File: src/rtl/num_entry_pkg.sv
`default_nettype none
// ============================================================================
//  Module      : num_entry_pkg
//  Description : Shared types, constants and key lookup for the keypad
//                number-entry block.
//  Revision    : 1.0 - initial release
// ============================================================================
package num_entry_pkg;

    // Scanner/debounce FSM states
    typedef enum logic [1:0] {
        SCAN     = 2'd0,
        PRESS_DB = 2'd1,
        HELD     = 2'd2,
        REL_DB   = 2'd3
    } state_t;

    // Active-low column strobe patterns, index 0..3
    localparam logic [3:0] COL_0 = 4'b1110;
    localparam logic [3:0] COL_1 = 4'b1101;
    localparam logic [3:0] COL_2 = 4'b1011;
    localparam logic [3:0] COL_3 = 4'b0111;

    // Key codes: digits carry their own BCD value
    localparam logic [3:0] KEY_0     = 4'd0;
    localparam logic [3:0] KEY_1     = 4'd1;
    localparam logic [3:0] KEY_2     = 4'd2;
    localparam logic [3:0] KEY_3     = 4'd3;
    localparam logic [3:0] KEY_4     = 4'd4;
    localparam logic [3:0] KEY_5     = 4'd5;
    localparam logic [3:0] KEY_6     = 4'd6;
    localparam logic [3:0] KEY_7     = 4'd7;
    localparam logic [3:0] KEY_8     = 4'd8;
    localparam logic [3:0] KEY_9     = 4'd9;
    localparam logic [3:0] KEY_ENTER = 4'hA;
    localparam logic [3:0] KEY_BKSP  = 4'hB;
    localparam logic [3:0] KEY_CLR   = 4'hC;
    localparam logic [3:0] KEY_NONE  = 4'hF;

    // Column index to strobe pattern
    function automatic logic [3:0] col_pattern(input logic [1:0] idx);
        case (idx)
            2'd0:    return COL_0;
            2'd1:    return COL_1;
            2'd2:    return COL_2;
            default: return COL_3;
        endcase
    endfunction

    // Matrix position to key code; *, # and D carry no action
    function automatic logic [3:0] key_lookup(input logic [1:0] row_idx,
                                              input logic [1:0] col_idx);
        case ({row_idx, col_idx})
            4'b00_00: return KEY_1;
            4'b00_01: return KEY_2;
            4'b00_10: return KEY_3;
            4'b00_11: return KEY_ENTER;
            4'b01_00: return KEY_4;
            4'b01_01: return KEY_5;
            4'b01_10: return KEY_6;
            4'b01_11: return KEY_BKSP;
            4'b10_00: return KEY_7;
            4'b10_01: return KEY_8;
            4'b10_10: return KEY_9;
            4'b10_11: return KEY_CLR;
            4'b11_01: return KEY_0;
            default:  return KEY_NONE;
        endcase
    endfunction

endpackage
`default_nettype wire

File: src/rtl/keypad_scanner.sv
`default_nettype none
// ============================================================================
//  Module      : keypad_scanner
//  Description : 4x4 active-low matrix scanner with tick divider, row
//                synchronizer and press/release debounce. Emits one
//                key_strobe per physical press.
//  Revision    : 1.0 - initial release
// ============================================================================
module keypad_scanner
    import num_entry_pkg::*;
#(
    parameter int SCAN_DIV = 1000,
    parameter int DEBOUNCE = 4
) (
    input  logic       clk,
    input  logic       rst_n,
    input  logic [3:0] row,
    output logic [3:0] col,
    output logic [3:0] key_code,
    output logic       key_strobe
);

    localparam int         TW     = (SCAN_DIV > 1) ? $clog2(SCAN_DIV) : 1;
    localparam logic [3:0] DB_MAX = 4'(DEBOUNCE);

    logic [3:0]    r_row_meta;
    logic [3:0]    r_row_sync;
    logic [TW-1:0] r_tick;
    logic          w_tick;
    logic          w_one_low;
    logic [1:0]    w_row_idx;
    logic          w_same;
    logic [3:0]    w_db_next;
    state_t        r_state;
    logic [3:0]    r_row_lat;
    logic [1:0]    r_row_idx;
    logic [1:0]    r_col_idx;
    logic [3:0]    r_db_cnt;

    // Two-flop synchronizer for the asynchronous row inputs
    always_ff @(posedge clk or negedge rst_n) begin
        if (!rst_n) begin
            r_row_meta <= 4'hF;
            r_row_sync <= 4'hF;
        end else begin
            r_row_meta <= row;
            r_row_sync <= r_row_meta;
        end
    end

    // Free-running scan tick divider
    always_ff @(posedge clk or negedge rst_n) begin
        if (!rst_n)
            r_tick <= '0;
        else if (w_tick)
            r_tick <= '0;
        else
            r_tick <= r_tick + 1'b1;
    end

    assign w_tick    = (r_tick == TW'(SCAN_DIV - 1));
    assign w_same    = w_one_low && (r_row_sync == r_row_lat);
    assign w_db_next = r_db_cnt + 4'd1;

    // Exactly-one-low row decode; anything else is treated as no key
    always_comb begin
        w_one_low = 1'b1;
        w_row_idx = 2'd0;
        case (r_row_sync)
            4'b1110: w_row_idx = 2'd0;
            4'b1101: w_row_idx = 2'd1;
            4'b1011: w_row_idx = 2'd2;
            4'b0111: w_row_idx = 2'd3;
            default: w_one_low = 1'b0;
        endcase
    end

    // Scan/debounce FSM; col is frozen outside SCAN so the latched key stays sensed
    always_ff @(posedge clk or negedge rst_n) begin
        if (!rst_n) begin
            r_state    <= SCAN;
            r_row_lat  <= 4'hF;
            r_row_idx  <= 2'd0;
            r_col_idx  <= 2'd0;
            r_db_cnt   <= 4'd0;
            col        <= COL_0;
            key_code   <= KEY_NONE;
            key_strobe <= 1'b0;
        end else begin
            key_strobe <= 1'b0;
            if (w_tick) begin
                case (r_state)
                    SCAN: begin
                        if (w_one_low) begin
                            r_row_lat <= r_row_sync;
                            r_row_idx <= w_row_idx;
                            r_db_cnt  <= 4'd1;
                            if (DB_MAX == 4'd1) begin
                                key_code   <= key_lookup(w_row_idx, r_col_idx);
                                key_strobe <= 1'b1;
                                r_state    <= HELD;
                            end else begin
                                r_state <= PRESS_DB;
                            end
                        end else begin
                            r_col_idx <= r_col_idx + 2'd1;
                            col       <= col_pattern(r_col_idx + 2'd1);
                        end
                    end
                    PRESS_DB: begin
                        if (w_same) begin
                            r_db_cnt <= w_db_next;
                            if (w_db_next == DB_MAX) begin
                                key_code   <= key_lookup(r_row_idx, r_col_idx);
                                key_strobe <= 1'b1;
                                r_state    <= HELD;
                            end
                        end else begin
                            r_state <= SCAN;
                        end
                    end
                    HELD: begin
                        if (!w_one_low) begin
                            r_db_cnt <= 4'd1;
                            if (DB_MAX == 4'd1) begin
                                r_state   <= SCAN;
                                r_col_idx <= r_col_idx + 2'd1;
                                col       <= col_pattern(r_col_idx + 2'd1);
                            end else begin
                                r_state <= REL_DB;
                            end
                        end
                    end
                    default: begin
                        if (!w_one_low) begin
                            r_db_cnt <= w_db_next;
                            if (w_db_next == DB_MAX) begin
                                r_state   <= SCAN;
                                r_col_idx <= r_col_idx + 2'd1;
                                col       <= col_pattern(r_col_idx + 2'd1);
                            end
                        end else begin
                            r_state <= HELD;
                        end
                    end
                endcase
            end
        end
    end

endmodule
`default_nettype wire

File: src/rtl/num_entry.sv
`default_nettype none
// ============================================================================
//  Module      : num_entry
//  Description : Keypad number entry. Assembles up to four BCD digits from
//                keypad strokes and commits them as a binary value.
//                Option macro NUM_ENTRY_LIVE_EN: value follows the live entry
//                and pulses on every digit/Backspace/Clear; Enter only clears.
//  Revision    : 1.0 - initial release
// ============================================================================
module num_entry
    import num_entry_pkg::*;
#(
    parameter int SCAN_DIV = 1000,
    parameter int DEBOUNCE = 4
) (
    input  logic        clk,
    input  logic        rst_n,
    input  logic [3:0]  row,
    output logic [3:0]  col,
    output logic [15:0] value,
    output logic        value_valid,
    output logic [2:0]  digit_count
);

    logic        r_rst_meta;
    logic        r_rst_sync;
    logic        w_rst_n;
    logic [3:0]  w_key_code;
    logic        w_key_strobe;
    logic [15:0] r_bcd;
    logic [15:0] w_bcd_shift;
    logic [15:0] w_bcd_bksp;

    // Reset synchronizer: asserts immediately, releases on a clock edge
    always_ff @(posedge clk or negedge rst_n) begin
        if (!rst_n) begin
            r_rst_meta <= 1'b0;
            r_rst_sync <= 1'b0;
        end else begin
            r_rst_meta <= 1'b1;
            r_rst_sync <= r_rst_meta;
        end
    end

    assign w_rst_n = r_rst_sync;

    keypad_scanner #(
        .SCAN_DIV (SCAN_DIV),
        .DEBOUNCE (DEBOUNCE)
    ) u_scanner (
        .clk        (clk),
        .rst_n      (w_rst_n),
        .row        (row),
        .col        (col),
        .key_code   (w_key_code),
        .key_strobe (w_key_strobe)
    );

    // Four BCD digits to binary with constant multiplies; max 9999 fits 14 bits
    function automatic logic [15:0] bcd2bin(input logic [15:0] bcd);
        logic [13:0] bin;
        bin = 14'(bcd[15:12]) * 14'd1000 + 14'(bcd[11:8]) * 14'd100
            + 14'(bcd[7:4]) * 14'd10 + 14'(bcd[3:0]);
        return {2'b00, bin};
    endfunction

    assign w_bcd_shift = {r_bcd[11:0], w_key_code};
    assign w_bcd_bksp  = {4'h0, r_bcd[15:4]};

    // Key action decode: digit entry, Enter, Backspace, Clear
    always_ff @(posedge clk or negedge w_rst_n) begin
        if (!w_rst_n) begin
            r_bcd       <= 16'h0000;
            digit_count <= 3'd0;
            value       <= 16'd0;
            value_valid <= 1'b0;
        end else begin
            value_valid <= 1'b0;
            if (w_key_strobe) begin
                case (w_key_code)
                    KEY_ENTER: begin
                        r_bcd       <= 16'h0000;
                        digit_count <= 3'd0;
`ifdef NUM_ENTRY_LIVE_EN
`else
                        value       <= bcd2bin(r_bcd);
                        value_valid <= 1'b1;
`endif
                    end
                    KEY_BKSP: begin
                        r_bcd <= w_bcd_bksp;
                        if (digit_count != 3'd0)
                            digit_count <= digit_count - 3'd1;
`ifdef NUM_ENTRY_LIVE_EN
                        value       <= bcd2bin(w_bcd_bksp);
                        value_valid <= 1'b1;
`endif
                    end
                    KEY_CLR: begin
                        r_bcd       <= 16'h0000;
                        digit_count <= 3'd0;
`ifdef NUM_ENTRY_LIVE_EN
                        value       <= 16'd0;
                        value_valid <= 1'b1;
`endif
                    end
                    default: begin
                        if ((w_key_code <= KEY_9) && (digit_count < 3'd4)) begin
                            r_bcd       <= w_bcd_shift;
                            digit_count <= digit_count + 3'd1;
`ifdef NUM_ENTRY_LIVE_EN
                            value       <= bcd2bin(w_bcd_shift);
                            value_valid <= 1'b1;
`endif
                        end
                    end
                endcase
            end
        end
    end

endmodule
`default_nettype wire

File: config.mk
export PLATFORM = sky130hd
export DESIGN_NAME = num_entry
export DESIGN_NICKNAME = d
export VERILOG_FILES = /design/src/rtl/num_entry_pkg.sv /design/src/rtl/keypad_scanner.sv /design/src/rtl/num_entry.sv
export SDC_FILE = /design/constraint.sdc
export NUM_CORES = 1
export LEC_CHECK = 0
export ABC_CLOCK_PERIOD_IN_PS = 2100
export CORE_ASPECT_RATIO = 0.8
export CORE_MARGIN = 2
export CORE_UTILIZATION = 51
export DETAILED_ROUTE_END_ITERATION = 16
export GPL_TIMING_DRIVEN = 0
export PLACE_DENSITY = 0.73
export SETUP_SLACK_MARGIN = 0.2
export SYNTH_ARGS = -nofsm -noshare
export SYNTH_HDL_FRONTEND = slang
export SYNTH_SLANG_ARGS = --single-unit
File: constraint.sdc
create_clock -name clk -period 2.1 [get_ports clk]
set_input_delay 0.42 -clock clk [delete_from_list [all_inputs] [get_ports clk]]
set_output_delay 0.42 -clock clk [all_outputs]
set_load 0.05 [all_outputs]
==> results.json, run 1 <==
{
  "status": "finished, violations left",
  "violations": "negative setup slack",
  "synth-async-reset-ratio": 1.00,
  "worst_r2r_startpoint": "r_bcd[15]$_DFFE_PN0P_",
  "syn2layout_area_growth_pct": 35.3,
  "drive_gt1_frac": 0.337,
  "globalplace.congestion": 0.875,
  "cp.required_ns": 2.31,
  "hold_viol": 0,
  "clkSlewWorstSetupHoldPaths_ns": 0.06,
  "core_mm2": 0.0101,
  "yosysUniqueCellTypes": 52,
  "dpl_cell_area_mm2": 0.00589,
  "synth_cells": 529,
  "wl_um": 11600,
  "setup_viol": 11,
  "drc": 0,
  "die_x_um": 117,
  "critical_path_class": "reg2reg",
  "combPwrFrac": 0.028,
  "fmax_ghz": 0.247,
  "ys_ff_latch": 77,
  "holdWs_ns": 0.210,
  "grt_max_degree": 58,
  "switchingPower_mw": 0.700,
  "synth.top_cell.area_share": 0.278,
  "p_total_mw": 3.27,
  "intPower_mw": 2.57,
  "worstReg2RegEnd": "value[13]$_DFFE_PN0P_",
  "reg2regPathDepth": 17,
  "dp_slack_ns": -2.19,
  "htree_levels": 3,
  "p_per_area_mw_per_mm2": 463,
  "io_buffers": 27,
  "core.rowCount": 33,
  "syn_area_mm2": 0.00522,
  "ctsRootBufferMaster": "clkbuf_16",
  "hp-class": "reg2async",
  "ant_nets": 0,
  "netlist_top_cells_area": "dfrtp_1, ha_1, dfstp_2",
  "yosys-top-cells-count": "nand2_1, ha_1, dfrtp_1",
  "switching_share": 0.214,
  "arrival_ns": 4.26,
  "layout_setup_ws_ns": -1.95,
  "avgRoutedWirePerCell_um": 15.3,
  "ioPinCount": 30,
  "drt_iter0_drc": 209,
  "synth_area_leader_cell": "dfrtp_1",
  "rsz0062_at_grt": "true",
  "seqPwrFrac": 0.462,
  "min_period_ns": 4.05,
  "initial_utilization": 0.516,
  "layout.nets": 701,
  "fillers": 673,
  "gr-usage-all-layers": 0.218,
  "yosys_warnings": 0,
  "crit_buf_inv": 3,
  "crit_path_top_delay_cell": "fa_2",
  "synth_seq_area_share": 0.373,
  "cts_buffer_depth": 2,
  "vdd_drop_max_uv": 324,
  "critical_path.endpoint_type": "register",
  "antenna_found_initial": 0,
  "globalRouteOverflowTotal": 0,
  "drtPass1Iterations": 4,
  "grt_pass1_wl_um": 18800,
  "worstPathMaxFanout": 3,
  "reg2reg_slack_ns": -1.95,
  "slew_violations": 0,
  "grt_pass1_vias": 3993,
  "synth-edff-count": 0,
  "crit_top_cell": "ha_4",
  "timing.final.crit_share": 1.93,
  "synthFlopType": "dfrtp_1",
  "post-synth-top-count-cell": "nand2_1",
  "power.leakage_nw": 3.30,
  "p_clk_frac": 0.510,
  "cts_buffers": 9,
  "cts_sinks": 77,
  "avgSynthCellArea_um2": 9.87,
  "cts_tree": "yes",
  "vias": 4070,
  "viasPerCell": 5.36,
  "place_hpwl_um": 7490,
  "die_h_um": 94.5,
  "cp_top_family": "adder cells",
  "num_antenna_cells": 0,
  "finalInstanceArea_mm2": 0.00707,
  "maxCapViolCount": 0,
  "fin_skew_ns": 0.00958,
  "insertion_delay_ns": 0.34,
  "die-area_mm2": 0.0111,
  "slowest_delay_ns": 0.60,
  "start_kind": "register",
  "crit_chain": "fa_2, inv_2, fa_1, inv_2, ha_4, buf_12, a21oi_4, xnor2_1, ha_1, ha_4, ha_4, nand3_4, a31o_2, nand2_1, nand4b_1, xor2_1, o21ai_1"
}
## placed cells by master (no fill, tap or decap), types with 5 or more instances in the layout
cell type and count:
a21o_1 5, a21oi_1 17, and3_1 10, buf_4 40, buf_6 14, clkbuf_1 6, clkbuf_16 10, clkdlybuf4s50_1 5
dfrtp_1 51, dfrtp_2 6, dfstp_2 19, dlygate4sd2_1 22, fa_1 16, ha_1 39, ha_4 20, inv_1 38
inv_2 13, mux2_4 10, nand2_1 63, nand3_1 11, nand3_2 5, nor2_1 16, o21ai_0 28, o21ai_1 13
o21ai_2 5, xnor2_1 18, xor2_1 11
## registers in the layout, indices dropped and copies added (netlist names)
name and flops:
r_rst_meta 1, u_scanner.r_db_cnt 4, u_scanner.r_col_idx 2, r_rst_sync 1, u_scanner.r_tick 10, u_scanner.key_code 4
u_scanner.r_state 2, u_scanner.r_row_idx 2, digit_count 3, u_scanner.col 4, u_scanner.r_row_meta 4, u_scanner.r_row_sync 4
value 14, u_scanner.key_strobe 1, r_bcd 16, value_valid 1, u_scanner.r_row_lat 4
## metrics by stage
stage,utilization,cells,TNS (ns)
floorplan,-,530,-12.88
global placement,0.579,697,-14.78
detailed placement,0.582,698,-15.33
CTS,0.670,748,-13.63
global route,0.699,760,-15.21
finish,0.699,760,-13.93
## power groups by stage
| stage | clock (mW) | sequential, mW | combinational (mW) |
|---|---|---|---|
| floorplan | 0 | 1.55 | 0.0383 |
| global placement | 0 | 1.56 | 0.0514 |
| detailed placement | 0 | 1.54 | 0.0790 |
| CTS | 1.68 | 1.51 | 0.0866 |
| global route | 1.76 | 1.51 | 0.102 |
| finish | 1.67 | 1.51 | 0.0927 |
## kinds of logic after synthesis
family                   after synthesis  share of synthesized area
multiplexers                          14                     0.0302
AO/OA/AOI/OAI                        109                      0.131
adder cells (fa/ha/maj)               80                      0.217
buffers and inverters                 71                     0.0568
other                                  2                    0.00144
flip-flops                            77                      0.373
AND/OR/NAND/NOR                      141                      0.129
XOR/XNOR                              35                     0.0601
## routing by layer
layer | share of wire | wire length (um) | vias to the layer above | track usage
met5 | 0 | 0 | - | 0
met4 | 0.016 | 189 | 0 | 0.0775
met3 | 0.038 | 447 | 17 | 0.0404
met2 | 0.48 | 5540 | 91 | 0.341
met1 | 0.47 | 5450 | 2003 | 0.304
li1 | - | - | 1959 | -
## timing repair
item | in CTS | in global routing
endpoints found under the setup margin | 73 | 52
buffers inserted | 35 | 12
pin swaps | 38 | 20
gates resized for setup | 92 | 54
hold buffers | 0 | 0
## how the worst max path moves through the flow
stage / to / start / slack (ns) / depth (start not counted)
CTS: value[13]$_DFFE_PN0P_ / r_bcd[15]$_DFFE_PN0P_ / -1.93 / 18
finish: value[13]$_DFFE_PN0P_ / r_bcd[15]$_DFFE_PN0P_ / -1.95 / 17
floorplan: value[13]$_DFFE_PN0P_ / r_bcd[14]$_DFFE_PN0P_ / -1.83 / 18
global route: value[12]$_DFFE_PN0P_ / r_bcd[15]$_DFFE_PN0P_ / -2.10 / 19
detailed placement: value[13]$_DFFE_PN0P_ / r_bcd[14]$_DFFE_PN0P_ / -2.19 / 18
global placement: value[11]$_DFFE_PN0P_ / r_bcd[14]$_DFFE_PN0P_ / -2.06 / 14
## area by class of cell
cell class / count / area (um^2) / area share
clock inverter: 5 / 62.6 / 0.00885
inverter: 51 / 191 / 0.0271
multi-input combinational: 382 / 3610 / 0.510
tap: 140 / 175 / 0.0248
sequential: 77 / 1960 / 0.278
clock buffer: 11 / 264 / 0.0373
buffer: 19 / 140 / 0.0198
timing repair buffer: 75 / 666 / 0.0942
Power figures use the tool's default switching activity.
==> run 2: changes to the inputs <==
--- a/config.mk
+++ b/config.mk
@@ -12,6 +12,7 @@
 export DETAILED_ROUTE_END_ITERATION = 16
 export GPL_TIMING_DRIVEN = 0
 export PLACE_DENSITY = 0.73
+export RECOVER_POWER = 25
 export SETUP_SLACK_MARGIN = 0.2
 export SYNTH_ARGS = -nofsm -noshare
 export SYNTH_HDL_FRONTEND = slang
==> run 2 against run 1 <==
Against the previous run: the flow still finishes with violations (negative setup slack); wire length is 0.13% lower; cell count stayed put; clock-buffer cell count stayed put; design area is 0.34% lower; setup slack hardly changed; total power hardly changed; critical endpoint unchanged; first-iteration DRC count is 16% higher.
==> results.json, run 2 (synthesis gave the netlist of run 1 again) <==
{
  "largest-register": "r_bcd",
  "arrival_ns": 4.26,
  "die-area_mm2": 0.0111,
  "critical_path.endpoint_type": "register",
  "setup_viol": 11,
  "slew_violations": 0,
  "fmax_ghz": 0.247,
  "core.rowCount": 33,
  "dp.cells": 698,
  "grt_max_degree": 58,
  "hold_viol": 0,
  "min_period_ns": 4.05,
  "die_h_um": 94.5,
  "die_x_um": 117,
  "cts_buffer_depth": 2,
  "ctsRootBufferMaster": "clkbuf_16",
  "power.leakage_nw": 3.29,
  "crit_buf_inv": 3,
  "crit_top_cell": "ha_4",
  "fin_skew_ns": 0.00964,
  "hp-class": "in2async",
  "reg2regPathDepth": 17,
  "violations": "negative setup slack",
  "rsz0062_at_grt": "true",
  "initial_utilization": 0.516,
  "status": "finished, violations left",
  "grt_pass1_wl_um": 18800,
  "p_per_area_mw_per_mm2": 464,
  "fillers": 675,
  "final_cells": 760,
  "crit_chain": "fa_2, inv_2, fa_1, inv_2, ha_4, buf_12, a21oi_4, xnor2_1, ha_1, ha_4, ha_4, nand3_4, a31o_2, nand2_1, nand4b_1, xor2_1, o21ai_1",
  "gr-usage-all-layers": 0.218,
  "cts_buffers": 9,
  "grt_pass1_vias": 3993,
  "antenna_found_initial": 0,
  "htree_levels": 3,
  "vias": 4049,
  "num_antenna_cells": 0,
  "tightest_slew_ns": 0.747,
  "layout_setup_ws_ns": -1.95,
  "final_cell_mix": "nand2_1, dfrtp_1, buf_4",
  "start_kind": "register",
  "reg.largest.list": "r_bcd (16), value (14), u_scanner.r_tick (10)",
  "clkSlewWorstSetupHoldPaths_ns": 0.06,
  "drc": 0,
  "cp.required_ns": 2.31,
  "io_buffers": 27,
  "layout_commonest_cell": "nand2_1",
  "vdd_drop_max_uv": 333,
  "slowest_delay_ns": 0.57,
  "globalplace.congestion": 0.875,
  "insertion_delay_ns": 0.35,
  "drive_gt1_frac": 0.335,
  "timing.final.crit_share": 1.93,
  "cts_tree": "yes",
  "cts_sinks": 77,
  "worst_r2r_startpoint": "r_bcd[14]$_DFFE_PN0P_",
  "cp_top_family": "adder cells",
  "viasPerCell": 5.33,
  "dp_slack_ns": -2.19,
  "tns_ns": -13.92,
  "ant_nets": 0,
  "multi_input_area_mm2": 0.00361,
  "drtPass1Iterations": 4,
  "place_hpwl_um": 7490,
  "layout.nets": 701,
  "cts_hold_buf": 0,
  "core_mm2": 0.0101,
  "crit_path_top_delay_cell": "fa_2",
  "maxCapViolCount": 0,
  "syn2layout_area_growth_pct": 34.9,
  "wl_um": 11600,
  "globalRouteOverflowTotal": 0,
  "ioPinCount": 30,
  "slew_headroom": 0.502,
  "drt_iter0_drc": 242,
  "worstPathMaxFanout": 4,
  "worstReg2RegEnd": "value[13]$_DFFE_PN0P_",
  "largest_reg_flops": 16,
  "reg2reg_slack_ns": -1.95,
  "critical_path_class": "reg2reg",
  "seq_area_mm2": 0.00196,
  "avgRoutedWirePerCell_um": 15.3
}
-- run 2: worst max path at each step --
stage	start	endpoint	slack, ns	cells after the start
floorplan	r_bcd[14]$_DFFE_PN0P_	value[13]$_DFFE_PN0P_	-1.83	18
global placement	r_bcd[14]$_DFFE_PN0P_	value[11]$_DFFE_PN0P_	-2.06	14
detailed placement	r_bcd[14]$_DFFE_PN0P_	value[13]$_DFFE_PN0P_	-2.19	18
CTS	r_bcd[15]$_DFFE_PN0P_	value[13]$_DFFE_PN0P_	-1.93	18
global route	r_bcd[15]$_DFFE_PN0P_	value[12]$_DFFE_PN0P_	-2.10	19
finish	r_bcd[14]$_DFFE_PN0P_	value[13]$_DFFE_PN0P_	-1.95	17
-- run 2: metrics by stage --
stage	total power, mW	instance area, um^2	hold WS (ns)	util
final	3.27	7050	0.301	0.696
after global routing	3.36	7050	0.307	0.696
after CTS	3.28	6770	0.222	0.670
after detailed placement	1.62	5890	0.217	0.582
after global placement	1.61	5860	0.339	0.579
after floorplan	1.59	5410	0.124	-
-- run 2: per-layer routing --
metal  vias up  track usage  part of all wire
met5         -            0                 0
li1       1959            -                 -
met2        91        0.341              0.48
met3        17       0.0404             0.035
met4         0       0.0775             0.017
met1      1982        0.304              0.47
-- run 2: power breakdown --
group / internal (mW) / leakage [nW] / switching, mW / total, mW
logic: 0.0309 / 2.14 / 0.0558 / 0.0867
registers: 1.50 / 0.984 / 0.00971 / 1.51
clock network: 1.03 / 0.162 / 0.640 / 1.67
total: 2.56 / 3.29 / 0.706 / 3.27
-- run 2: cell type report --
| cell class | instances | area share |
|---|---|---|
| clock inverter | 5 | 0.00888 |
| sequential | 77 | 0.278 |
| multi-input combinational | 382 | 0.512 |
| tap | 140 | 0.0249 |
| buffer | 19 | 0.0199 |
| timing repair buffer | 75 | 0.0916 |
| clock buffer | 11 | 0.0375 |
| inverter | 51 | 0.0272 |
-- run 2: timing repair --
action	in CTS	in global routing
resized for setup	92	54
endpoints found under the setup margin	73	52
pin swaps	38	20
buffers inserted	35	12
cloned	0	0
==> run 3: changes to the inputs <==
--- a/config.mk
+++ b/config.mk
@@ -5,7 +5,7 @@
 export SDC_FILE = /design/constraint.sdc
 export NUM_CORES = 1
 export LEC_CHECK = 0
-export ABC_CLOCK_PERIOD_IN_PS = 2100
+export ABC_CLOCK_PERIOD_IN_PS = 3520
 export CORE_ASPECT_RATIO = 0.8
 export CORE_MARGIN = 2
 export CORE_UTILIZATION = 51
==> constraint.sdc (replaced) <==
create_clock -name clk -period 3.52 [get_ports clk]
set_input_delay 0.704 -clock clk [delete_from_list [all_inputs] [get_ports clk]]
set_output_delay 0.704 -clock clk [all_outputs]
set_load 0.05 [all_outputs]
==> run 3 against run 2 <==
Against the previous run: the flow finishes with violations (max-capacitance violations, max-slew violations, negative setup slack); die area unchanged; non-clock buffer count decreased by 26; global-route usage decreased by 1.7 points; register-to-register slack improved by 1.4 ns; clock power decreased by 47%; critical path depth increased by 1; largest power group is now registers.
==> results.json, run 3 (synthesis gave the netlist of run 1 again) <==
{
  "ioPinCount": 30,
  "viasPerCell": 5.31,
  "status": "finished, violations left",
  "largest_reg_flops": 16,
  "insertion_delay_ns": 0.34,
  "critical_path_class": "reg2reg",
  "start_kind": "register",
  "globalplace.congestion": 0.851,
  "ctsRootBufferMaster": "clkbuf_16",
  "avgRoutedWirePerCell_um": 14.2,
  "violations": "max-capacitance violations, max-slew violations, negative setup slack",
  "setup_viol": 6,
  "fmax_ghz": 0.244,
  "die_h_um": 94.5,
  "maxCapViolCount": 1,
  "reg2reg_slack_ns": -0.58,
  "tightest_slew_ns": 1.76,
  "gr-usage-all-layers": 0.201,
  "globalRouteOverflowTotal": 0,
  "timing.final.crit_share": 1.16,
  "arrival_ns": 4.30,
  "intPower_mw": 1.43,
  "combPwrFrac": 0.025,
  "grt_max_degree": 75,
  "drtPass1Iterations": 4,
  "layout_commonest_cell": "nand2_1",
  "layout_setup_ws_ns": -0.575,
  "cts_buffers": 9,
  "hold_viol": 0,
  "cts_sinks": 77,
  "reg.largest.list": "r_bcd (16), value (14), u_scanner.r_tick (10)",
  "cts_buffer_depth": 2,
  "seqPwrFrac": 0.490,
  "grt_pass1_wl_um": 17500,
  "initial_utilization": 0.516,
  "final_cell_mix": "nand2_1, dfrtp_1, inv_1",
  "syn2layout_area_growth_pct": 24.3,
  "switching_share": 0.217,
  "crit_path_top_delay_cell": "fa_2",
  "crit_chain": "fa_2, inv_2, fa_1, inv_2, ha_4, nor2b_4, o21ai_2, nand2_1, xnor2_1, ha_1, ha_4, ha_4, nand3_4, a31o_2, nand2_1, nand4b_1, xor2_1, o21ai_1",
  "dp.cells": 698,
  "antenna_found_initial": 0,
  "place_hpwl_um": 7450,
  "worstReg2RegEnd": "value[13]$_DFFE_PN0P_",
  "p_per_area_mw_per_mm2": 282,
  "crit_buf_inv": 2,
  "largest-register": "r_bcd",
  "worst_r2r_startpoint": "r_bcd[14]$_DFFE_PN0P_",
  "slowest_delay_ns": 0.60,
  "hp-class": "reg2async",
  "cts_tree": "yes",
  "die-area_mm2": 0.0111,
  "final_cells": 734,
  "fin_skew_ns": 0.0119,
  "cp_top_family": "adder cells",
  "cts_hold_buf": 0,
  "switchingPower_mw": 0.397,
  "drc": 0,
  "wl_um": 10400,
  "slew_violations": 75,
  "cp.required_ns": 3.72,
  "layout.nets": 675,
  "p_clk_frac": 0.485,
  "worstPathMaxFanout": 4,
  "rsz0062_at_grt": "true",
  "vias": 3895,
  "drive_gt1_frac": 0.222,
  "reg2regPathDepth": 18,
  "die_x_um": 117,
  "tns_ns": -2.12,
  "htree_levels": 3,
  "io_buffers": 27,
  "critical_path.endpoint_type": "register",
  "crit_top_cell": "ha_4",
  "cp-startpoint": "r_bcd[14]$_DFFE_PN0P_",
  "core_mm2": 0.0101,
  "num_antenna_cells": 0,
  "ant_nets": 0,
  "drt_iter0_drc": 259,
  "core.rowCount": 33,
  "power.leakage_nw": 2.97,
  "slew_headroom": -0.173,
  "vdd_drop_max_uv": 207,
  "holdWs_ns": 0.245,
  "min_period_ns": 4.10,
  "clkSlewWorstSetupHoldPaths_ns": 0.07,
  "fillers": 789,
  "grt_pass1_vias": 3763
}
## run 3: changes by cell type in the layout (fill, tap and decap cells not counted), moves of 6 or more
cell             before  now
inv_1                38   46
inv_2                13    4
o21ai_0              28   36
ha_1                 39   45
clkdlybuf4s50_1       0   26
mux2_4               10    1
dlygate4sd2_1        22    0
mux2_2                1   10
clkbuf_1              6   14
buf_6                14    4
buf_4                40   20
## run 3: power groups by stage
stage | logic, mW | registers [mW] | clock network, mW
2_1_floorplan | 0.0223 | 0.924 | 0
3_3_place_gp | 0.0302 | 0.928 | 0
3_5_place_dp | 0.0507 | 0.913 | 0
4_1_cts | 0.0511 | 0.898 | 0.907
5_1_grt | 0.0532 | 0.897 | 0.942
6_report | 0.0465 | 0.897 | 0.888
## run 3: through the flow
| step | utilization | worst slack (ns) | power [mW] | area [um^2] |
|---|---|---|---|---|
| finish | 0.642 | -0.575 | 1.83 | 6490 |
| global route | 0.642 | -0.732 | 1.89 | 6490 |
| CTS | 0.616 | -0.566 | 1.86 | 6240 |
| detailed placement | 0.573 | -0.712 | 0.964 | 5800 |
| global placement | 0.570 | -0.659 | 0.958 | 5770 |
| floorplan | - | -0.411 | 0.946 | 5320 |
## run 3: worst max path at each step
stage                                        to  slack (ns)  cells after the start
after floorplan           value[13]$_DFFE_PN0P_       -0.41                     18
after global placement    value[11]$_DFFE_PN0P_       -0.66                     14
after detailed placement  value[11]$_DFFE_PN0P_       -0.71                     14
after CTS                 value[13]$_DFFE_PN0P_       -0.57                     18
after global routing      value[13]$_DFFE_PN0P_       -0.73                     18
final                     value[13]$_DFFE_PN0P_       -0.58                     18
## run 3: repair_timing
action,in CTS,in global routing
buffers inserted,6,14
pin swaps,12,21
cloned,0,0
resized for setup,18,34
setup endpoints to repair,7,8
## run 3: final cells by class
| cell class | count | area (um^2) | share of cell area |
|---|---|---|---|
| Timing Repair Buffer | 48 | 445 | 0.0686 |
| Tap cell | 140 | 175 | 0.0270 |
| Inverter | 51 | 194 | 0.0299 |
| Clock buffer | 12 | 258 | 0.0397 |
| Buffer | 20 | 105 | 0.0162 |
| Clock inverter | 4 | 30.0 | 0.00462 |
| Multi-Input combinational cell | 382 | 3330 | 0.512 |
| Sequential cell | 77 | 1960 | 0.302 |
## run 3: metal layers
metal  up-vias  track usage  wire [um]
met4         0       0.0618        110
met2        68        0.320       4970
li1       1911            -          -
met1      1906        0.277       5040
met3        10       0.0392        302
met5         -            0          0
